$ cat src/rtl/frame_assemble.sv
// frame_assemble
// Transmit-side serializer for the optical link. Takes stereo 20-bit samples
// with 4-bit aux words plus a 184-bit channel-status word. It emits one serial
// bit per bit_tick as 28-bit subframes laid out as
//   AUX4 | DATA20 | VALID | USER | CHANNEL | PARITY
// Each frame is a ch0 subframe followed by a ch1 subframe. A block is
// NUM_FRAMES frames. The last 8 channel-status bits of every block carry a
// CRC-8 of the 23 payload bytes.
//
// Ports
//   clk           in   system clock
//   rst_n         in   synchronous active-low reset
//   bit_tick      in   1-cycle strobe: emit the next serial bit
//   pair_valid    in   stereo pair offered
//   pair_ready    out  1-entry pair buffer is empty
//   l_data/r_data in   ch0/ch1 20-bit samples, MSB sent first
//   l_aux/r_aux   in   ch0/ch1 4-bit aux words, MSB sent first
//   cs_word       in   channel-status payload, bit 183 first, sampled at block start
//   dout          out  serial bit
//   vout          out  dout valid, one pulse per bit_tick
//   frame_counter out  frame index of the current dout bit
//   out_channel   out  subframe (0 = ch0, 1 = ch1) of the current dout bit
//   block_start   out  pulses with vout on bit 0 of frame 0, ch0
//
// Handshake: a stereo pair moves into the buffer on any clk edge where
// pair_valid && pair_ready. pair_ready is low while the buffer holds a pair.
// The buffer is consumed at the bit-0 ch0 tick of each frame. An empty buffer
// at that tick sends a zero frame with VALID=1.

module frame_assemble #(
    parameter logic [7:0] CRC_POLY   = 8'h1D,
    parameter logic [7:0] CRC_INIT   = 8'hFF,
    parameter int         NUM_FRAMES = 192
) (
    input  logic                    clk,
    input  logic                    rst_n,
    input  logic                    bit_tick,
    input  logic                    pair_valid,
    output logic                    pair_ready,
    input  logic [19:0]             l_data,
    input  logic [19:0]             r_data,
    input  logic [3:0]              l_aux,
    input  logic [3:0]              r_aux,
    input  logic [NUM_FRAMES-9:0]   cs_word,
    output logic                    dout,
    output logic                    vout,
    output logic [7:0]              frame_counter,
    output logic                    out_channel,
    output logic                    block_start
);

    localparam int CS_BITS    = NUM_FRAMES - 8;
    localparam int LAST_FRAME = NUM_FRAMES - 1;

    // The CRC register is kept in reflected form (shift right), so the
    // polynomial is bit-reversed and the register already holds the
    // reflected-out result.
    localparam logic [7:0] POLY_REF = {CRC_POLY[0], CRC_POLY[1], CRC_POLY[2], CRC_POLY[3],
                                       CRC_POLY[4], CRC_POLY[5], CRC_POLY[6], CRC_POLY[7]};

    typedef enum logic [2:0] {
        FLD_AUX,
        FLD_DATA,
        FLD_VALID,
        FLD_USER,
        FLD_CHANNEL,
        FLD_PARITY
    } field_e;

    // Position of the next bit to send.
    logic [4:0]  bit_cnt;
    logic        chan_q;
    logic [7:0]  frame_q;
    field_e      field;

    // One-entry pair buffer.
    logic        buf_full;
    logic [19:0] buf_l_data, buf_r_data;
    logic [3:0]  buf_l_aux, buf_r_aux;

    // Pair being sent in the current frame.
    logic [19:0] fr_l_data, fr_r_data;
    logic [3:0]  fr_l_aux, fr_r_aux;
    logic        fr_valid;

    logic [CS_BITS-1:0] cs_latched;
    logic [7:0]  crc_q;
    logic [6:0]  crc_byte_sr;

    // Frame contents as seen by the bit now being sent.
    logic        frame_start;
    logic [19:0] sel_l_data, sel_r_data;
    logic [3:0]  sel_l_aux, sel_r_aux;
    logic        sel_valid;
    logic [23:0] payload;
    logic [4:0]  payload_idx;
    logic [7:0]  cs_idx;
    logic [2:0]  crc_idx;
    logic        chan_bit;
    logic        parity_bit;
    logic        tx_bit;

    function automatic logic [7:0] crc_step(input logic [7:0] crc_in, input logic [7:0] data);
        logic [7:0] r;
        logic       fb;
        r = crc_in;
        // Reflected input: the byte LSB (last bit on the wire) is fed first.
        for (int i = 0; i < 8; i++) begin
            fb = r[0] ^ data[i];
            r  = {1'b0, r[7:1]};
            if (fb) begin
                r = r ^ POLY_REF;
            end
        end
        return r;
    endfunction

    assign pair_ready  = ~buf_full;
    assign frame_start = (bit_cnt == 5'd0) && !chan_q;

    always_comb begin
        field = FLD_PARITY;
        if (bit_cnt <= 5'd3) begin
            field = FLD_AUX;
        end else if (bit_cnt <= 5'd23) begin
            field = FLD_DATA;
        end else if (bit_cnt == 5'd24) begin
            field = FLD_VALID;
        end else if (bit_cnt == 5'd25) begin
            field = FLD_USER;
        end else if (bit_cnt == 5'd26) begin
            field = FLD_CHANNEL;
        end
    end

    // At the bit-0 ch0 tick the frame registers have not been loaded yet, so
    // that bit is taken straight from the buffer (or zeros on underrun).
    always_comb begin
        sel_l_data = fr_l_data;
        sel_r_data = fr_r_data;
        sel_l_aux  = fr_l_aux;
        sel_r_aux  = fr_r_aux;
        sel_valid  = fr_valid;
        if (frame_start) begin
            if (buf_full) begin
                sel_l_data = buf_l_data;
                sel_r_data = buf_r_data;
                sel_l_aux  = buf_l_aux;
                sel_r_aux  = buf_r_aux;
                sel_valid  = 1'b0;
            end else begin
                sel_l_data = '0;
                sel_r_data = '0;
                sel_l_aux  = '0;
                sel_r_aux  = '0;
                sel_valid  = 1'b1;
            end
        end
    end

    always_comb begin
        payload     = chan_q ? {sel_r_aux, sel_r_data} : {sel_l_aux, sel_l_data};
        payload_idx = 5'd23 - bit_cnt;
        cs_idx      = 8'(CS_BITS - 1) - frame_q;
        crc_idx     = 3'(LAST_FRAME) - frame_q[2:0];
        // Payload frames carry the latched status word; the tail carries the CRC, MSB first.
        chan_bit    = (frame_q < 8'(CS_BITS)) ? cs_latched[cs_idx] : crc_q[crc_idx];
        // USER is always 0, so it drops out of the parity.
        parity_bit  = ^payload ^ sel_valid ^ chan_bit;
        tx_bit      = 1'b0;
        case (field)
            FLD_AUX,
            FLD_DATA:    tx_bit = payload[payload_idx];
            FLD_VALID:   tx_bit = sel_valid;
            FLD_USER:    tx_bit = 1'b0;
            FLD_CHANNEL: tx_bit = chan_bit;
            FLD_PARITY:  tx_bit = parity_bit;
            default:     tx_bit = 1'b0;
        endcase
    end

    always_ff @(posedge clk) begin
        if (!rst_n) begin
            bit_cnt       <= '0;
            chan_q        <= 1'b0;
            frame_q       <= '0;
            buf_full      <= 1'b0;
            buf_l_data    <= '0;
            buf_r_data    <= '0;
            buf_l_aux     <= '0;
            buf_r_aux     <= '0;
            fr_l_data     <= '0;
            fr_r_data     <= '0;
            fr_l_aux      <= '0;
            fr_r_aux      <= '0;
            fr_valid      <= 1'b0;
            cs_latched    <= '0;
            crc_q         <= CRC_INIT;
            crc_byte_sr   <= '0;
            dout          <= 1'b0;
            vout          <= 1'b0;
            frame_counter <= '0;
            out_channel   <= 1'b0;
            block_start   <= 1'b0;
        end else begin
            if (pair_valid && pair_ready) begin
                buf_full   <= 1'b1;
                buf_l_data <= l_data;
                buf_r_data <= r_data;
                buf_l_aux  <= l_aux;
                buf_r_aux  <= r_aux;
            end

            if (bit_tick) begin
                dout          <= tx_bit;
                vout          <= 1'b1;
                frame_counter <= frame_q;
                out_channel   <= chan_q;
                block_start   <= frame_start && (frame_q == 8'd0);

                if (frame_start) begin
                    fr_l_data <= sel_l_data;
                    fr_r_data <= sel_r_data;
                    fr_l_aux  <= sel_l_aux;
                    fr_r_aux  <= sel_r_aux;
                    fr_valid  <= sel_valid;
                    // No transfer can land this cycle while full, so this clear never races one.
                    if (buf_full) begin
                        buf_full <= 1'b0;
                    end
                    if (frame_q == 8'd0) begin
                        cs_latched <= cs_word;
                        crc_q      <= CRC_INIT;
                    end
                end

                // Gather ch0 status bits into bytes (first bit = MSB) and fold each
                // complete byte into the CRC on its eighth bit.
                if (field == FLD_CHANNEL && !chan_q && frame_q < 8'(CS_BITS)) begin
                    crc_byte_sr <= {crc_byte_sr[5:0], chan_bit};
                    if (frame_q[2:0] == 3'd7) begin
                        crc_q <= crc_step(crc_q, {crc_byte_sr, chan_bit});
                    end
                end

                if (bit_cnt == 5'd27) begin
                    bit_cnt <= '0;
                    chan_q  <= ~chan_q;
                    if (chan_q) begin
                        frame_q <= (frame_q == 8'(LAST_FRAME)) ? 8'd0 : frame_q + 8'd1;
                    end
                end else begin
                    bit_cnt <= bit_cnt + 5'd1;
                end
            end else begin
                vout        <= 1'b0;
                block_start <= 1'b0;
            end
        end
    end

endmodule

$ cat config.mk
export PLATFORM = sky130hd
export DESIGN_NAME = frame_assemble
export DESIGN_NICKNAME = d
export VERILOG_FILES = /design/src/rtl/frame_assemble.sv
export SDC_FILE = /design/constraint.sdc
export NUM_CORES = 1
export LEC_CHECK = 0
export ABC_AREA = 1
export CAP_MARGIN = 20
export CORE_MARGIN = 5
export CORE_UTILIZATION = 47
export DETAILED_ROUTE_END_ITERATION = 12
export PLACE_DENSITY = 0.71
export RECOVER_POWER = 50
export SETUP_SLACK_MARGIN = 0.3
export SLEW_MARGIN = 20
export SYNTH_ARGS = -nofsm -noshare
export SYNTH_HDL_FRONTEND = slang
export SYNTH_SLANG_ARGS = --single-unit
export TNS_END_PERCENT = 20
$ cat constraint.sdc
create_clock -name clk -period 5.75 [get_ports clk]
set_clock_uncertainty 0.2 [all_clocks]
set_input_delay 1.15 -clock clk [delete_from_list [all_inputs] [get_ports clk]]
set_output_delay 1.15 -clock clk [all_outputs]
set_load 0.05 [all_outputs]
### Word-level counts from Yosys, hierarchy flattened

Index checks and enable logic that the tools add are counted.

* $add $sub $neg: 5
* magnitude comparators: 6
* equal/unequal tests: 10
* multiplexer cells: 71
* bitwise logic cells: 20
* reductions and logical operators: 17

Operator list (count)
* $mux W8: 41
* $mux W20: 4
* $not A3 Y4: 8
* $mux W24: 1
* $reduce_xor A24 Y1: 1
* $eq A5 B5 Y1 const B: 4
* $mux W4: 4
* $mux W1: 12
* $mux W3: 4
* $xor A1 B1 Y1: 10
* $eq A3 B3 Y1 const B: 3
* $lt A8 B9 Y1 const B: 1
* $add A8 B1 Y8 const B: 1
* $bmux W1 S8: 1
* $eq A8 B8 Y1 const B: 1
* $logic_not A8 Y1: 1
* $lt A8 B8 Y1 const B: 1
* $reduce_and A2 Y1: 4
* $sub A8 B8 Y8 const A: 1
* $lt A5 B6 Y1 const B: 1
* $reduce_and A3 Y1: 2
* $add A5 B1 Y5 const B: 1
* $bmux W1 S5: 1
* $le A5 B2 Y1 const B: 1
* other kinds (15): 20

* register bits: 323
* input port bits: 236
* output and inout port bits: 13
* word-level logic and storage cells: 150

### Depth between registers and ports, before layout

* depth in word-level cells: 52
* depth in mapped cells: 28
* mapped depth without buffers: 27

### Worst setup path before layout

Ideal clock, no wire load.

* kind: reg-to-reg
* start point: register bit_cnt[0]
* end point: register dout
* setup time: 131 ps
* arrival time: 2556 ps
* required time: 5419 ps
* setup slack: 2864 ps
* stages on the path, launching flop included: 29
* buffers on the path: 2
* clock period less this slack: 2886 ps
* path through: dfxtp_1 > clkbuf_1 > inv_1 > ha_1 > inv_1 > nor2_4 > nand3_4 > nor2_4 > buf_6 > nand2_1 > nand2_1 > o21ai_1 > inv_1 > nand2_1 > nand2_1 > nand2_1 > nand2_1 > inv_1 > nand2_1 > nand2_1 > inv_1 > nand2_1 > nand2_1 > nand2_1 > nand2_1 > nand2_1 > nand2_1 > nand2_1 > a21oi_2

* cells in the longest elaborated chain, start to end: 9
* elaborated cells on any way between the ends: 31
* those cells by class: add/sub: 1; order compare: 2; eq/ne: 7; mux: 14; bitwise: 2; reduce/logical: 5

Ends and longest elaborated chain
* from (decl): RTL line 71 `logic [4:0] bit_cnt;`
* from (signal assigned): RTL line 253 `bit_cnt <= bit_cnt + 5'd1;`
* branches (longest 8 deep; another with $sub A5 B5 Y5)
* $pmux W1 S4 (*): RTL line 171 `case (field)`
* to (signal assigned): RTL line 215 `dout <= tx_bit;`
* to (decl): RTL line 45 `output logic dout,`

Mark *: on every way between the ends. The select of a mux whose other input is x is not followed.
A chain may end at the register's enable or synchronous reset.

### Worst setup path in the final report

* start point: register chan_q
* end point: register cs_latched[37]

* cells in the longest elaborated chain, start to end: 3

Ends and longest elaborated chain
* from (decl): RTL line 72 `logic chan_q;`
* from (signal assigned): RTL line 248 `chan_q <= ~chan_q;`
* $logic_not A1 Y1: RTL line 119 `assign frame_start = (bit_cnt == 5'd0) && !chan_q;`
* $logic_and A1 B1 Y1: RTL line 119
* $reduce_and A3 Y1 (no line)
* to (signal assigned): RTL line 232 `cs_latched <= cs_word;`
* to (decl): RTL line 86 `logic [CS_BITS-1:0] cs_latched;`

No other way between the ends.

==> flow_summary_export.csv <==
group,metric,value,unit
yosys,synth_area,15510,um2
pwr,p_leak,0.008214,uW
die,rows,66,
hold_path,min_path_cells,2,
final_layout,multiInputGateArea,7582,um2
yosys,synth_most_common_cell,"nand2_1",
clock_tree,cts_hold_buffers,0,
sta,setup_viol,0,
grt,grt_max_degree,128,
yosys,yosys-top-cells-count,"468 x nand2_1, 410 x nor2_1, 323 x dfxtp_1",
placed_design,gp_congestion,0.8521,
clock_tree,clk_pin_slew,0.06,ns
routing,routedWlPerCell,16.13,um
clock_tree,cts_tree,"yes",
die,die_h,191.7,um
sta,rsz0062_at_grt,"no",
yosys,synthCells,2291,
grt,grt_pass1_wl,75.69,mm
yosys,seq_area_frac_synth,0.4168,
clock_tree,ctsRootBufferMaster,"clkbuf_16",
yosys,synth_edf_count,0,
sta,slew_violations,114,
final_layout,area_delta_synth_final,25.01,%
sta,fin_crit_sh,0.8082,
yosys,synth_area_leaders,"dfxtp_1 42%, nand2_1 11%, nor2_1 9.9%",
sta,hold_viol,0,
worst_setup_path,endpoint_kind,"flip-flop",
routing,postRouteWirelength,47.04,mm
yosys,ys.flop_type,"dfxtp_1",
routing,drtIter0Drc,1036,
die,coreArea,32540,um2
hold_path,worstHoldEndpoint,"fr_r_data[14]$_SDFFE_PN0P_",
outcome,status,"finished, violations left",
worst_setup_path,crit_arrival,4.86,ns
clock_tree,cts.path.max_buffers,3,
yosys,ys_types,39,
worst_setup_path,critPathSlowestCell,"dfxtp_1",
clock_tree,cts_buffers,37,
grt,first_global_vias,14610,
worst_setup_path,max_stage_delay,1.09,ns
final_layout,fillers,3020,
yosys,ys_warn_count,0,
pwr,ir_drop,0.0002107,V
clock_tree,insertion_delay,0.52,ns
hold_path,hp-class,"reg2reg",
yosys,avgSynthCellArea,6.772,um2
routing,drc_errors,0,
worst_setup_path,cp-startpoint,"chan_q$_SDFFE_PN0P_",
worst_setup_path,worstSetupPathType,"reg2reg",
worst_setup_path,r2r_cells,9,
die,die_area,36740,um2
pwr,power_density,306.1,nW/um2
hold_path,min_from,"buf_r_data[14]$_SDFFE_PN0P_",
yosys,synthArstFlopShare,0,
sta,slew_headroom,-0.4227,
yosys,syn-num-nets,2539,
final_layout,drive_above_1_share,0.04731,
sta,fin_tns_setup,0,ns
clock_tree,cts_setup_buffers,0,
worst_setup_path,rr_startpoint,"chan_q$_SDFFE_PN0P_",
yosys,synth_top_area_frac,0.4168,
worst_setup_path,r2r_setup_slack,1.10,ns
sta,setup_slack,1.103,ns
yosys,synth_seq_cells,323,
grt,grt.total_usage,0.2489,
worst_setup_path,worst_ep_required_time,5.97,ns
worst_setup_path,cpMostUsedCell,"nor2_1",
sta,max_freq,215.2,MHz
clock_tree,htree_levels,2,
placed_design,dpl.hpwl,31.13,mm
clock_tree,cts_resized,0,
routing,drtPass1Iterations,5,
final_layout,fin_nets,2694,
flow_run,max-cap-violations,1,
sta,period_needed,4.647,ns
worst_setup_path,critPathBufInv,4,
worst_setup_path,crit_chain,"inv_1 > nand3_4 > inv_2 > nand2_1 > nor2_1 > inv_8 > buf_4 > nor2_1 > a211oi_1",
routing,ant_nets,0,
placed_design,numPortBuffers,248,
routing,viasPerCell,5.315,
die,initial_core_util,0.4768,
yosys,yosysTopAreaCell,"dfxtp_1",
grt,grt_antenna_before_repair,3,
clock_tree,clock_sinks,323,
grt,grt-ovfl-total,0,
die,num_io_pins,249,
placed_design,place_ws,1.480,ns
die,fp.dieW,191.7,um
routing,vias,15500,
worst_setup_path,r2r_end,"cs_latched[37]$_SDFFE_PN0P_",
worst_setup_path,crit_fanout,127,
final_layout,register_area,6471,um2
worst_setup_path,cp_top_family,"buffers and inverters",
worst_setup_path,start_kind,"flip-flop",
outcome,violations,"max-capacitance violations, max-slew violations",
sta,tightestPinTransition,2.134,ns
==> cells by family (layout without fill, tap and decap cells) <==
family | after synthesis | after routing | share of synthesized area
buffers and inverters | 366 | 548 | 0.09460
AND/OR/NAND/NOR | 1079 | 1079 | 0.2812
XOR/XNOR | 22 | 22 | 0.01242
adder cells (fa/ha/maj) | 12 | 12 | 0.009678
flip-flops | 323 | 323 | 0.4168
other | 0 | 2 | 0
AO/OA/AOI/OAI | 489 | 489 | 0.1853
==> flip-flops by register name, indices dropped and copies added, names as in the netlist <==
signal         count
fr_l_aux           4
cs_latched       184
frame_q            8
crc_q              8
buf_l_aux          4
fr_r_aux           4
bit_cnt            5
fr_l_data         20
chan_q             1
out_channel        1
buf_l_data        20
fr_valid           1
buf_r_aux          4
fr_r_data         20
crc_byte_sr        7
frame_counter      8
vout               1
buf_r_data        20
block_start        1
buf_full           1
dout               1
==> worst min-delay path, cell delays in order, from the launching register on <==
cell     delay, ns
dfxtp_1       0.30
nand2_1       0.06
a21oi_1       0.05
==> worst max path at each step <==
stage | to | slack, ns | cells after the start
floorplan | dout$_SDFFE_PN0P_ | 2.86 | 28
global placement | fr_r_data[4]$_SDFFE_PN0P_ | 1.60 | 9
detailed placement | fr_r_aux[2]$_SDFFE_PN0P_ | 1.48 | 9
CTS | cs_latched[37]$_SDFFE_PN0P_ | 1.63 | 9
global route | cs_latched[32]$_SDFFE_PN0P_ | 0.76 | 9
finish | cs_latched[37]$_SDFFE_PN0P_ | 1.10 | 9
==> metal layers <==
layer / vias to the layer above / wire length (um) / global-route usage / share of wire
li1: 7762 / - / - / -
met1: 7089 / 21450 / 0.3529 / 0.46
met2: 566 / 20880 / 0.3874 / 0.44
met3: 85 / 3390 / 0.03817 / 0.072
met4: 2 / 1314 / 0.08536 / 0.028
met5: - / 7 / 0 / 0.00015
==> per-stage QoR <==
step / instances / instance area [um2] / power [uW] / hold slack, ns / utilization
2_1_floorplan: 2291 / 15510 / 3069 / 0.2294 / -
3_3_place_gp: 2849 / 18060 / 3378 / 0.2441 / 0.5550
3_5_place_dp: 2849 / 18060 / 3396 / 0.2487 / 0.5550
4_1_cts: 2915 / 19400 / 5959 / 0.2559 / 0.5964
5_1_grt: 2917 / 19390 / 6176 / 0.2690 / 0.5961
6_report: 2917 / 19390 / 5936 / 0.2498 / 0.5961
==> cells in the final DEF (no fill, tap or decap), types with 2 or more instances in the layout <==
master           count
a211oi_1           107
a21oi_1             92
a21oi_2              8
buf_4               14
bufinv_16            6
clkbuf_1             5
clkbuf_16           39
clkbuf_2             3
clkbuf_8             9
clkdlybuf4s50_1    233
clkinv_1             2
clkinv_2             6
dfxtp_1            321
diode_2              2
dlygate4sd3_1       14
ha_1                12
inv_1              209
inv_2                4
nand2_1            468
nand2_2              7
nand3_1            167
nand4_1              7
nor2_1             409
nor2_2               2
nor2_4               3
nor3_1               7
o211ai_1            32
o21ai_0            224
o21ai_1             11
o21ai_2              3
o221ai_1             2
o31ai_1              4
or2_2                6
xnor2_1              9
xor2_1              13
==> power breakdown <==
part	leakage, uW	internal [uW]	switching (uW)
logic	0.00489	359	507
registers	0.00266	2410	78.3
clock network	0.000666	1620	954
total	0.00821	4400	1540
==> cell type report <==
cell class / instances / area share
Clock inverter: 13 / 0.01168
Tap cell: 442 / 0.02852
Inverter: 217 / 0.04252
Clock buffer: 53 / 0.05768
Antenna cell: 2 / 0.0002581
Timing Repair Buffer: 265 / 0.1347
Multi-Input combinational cell: 1602 / 0.3910
Sequential cell: 323 / 0.3337
Note: power is estimated with default switching activity, not from simulation.
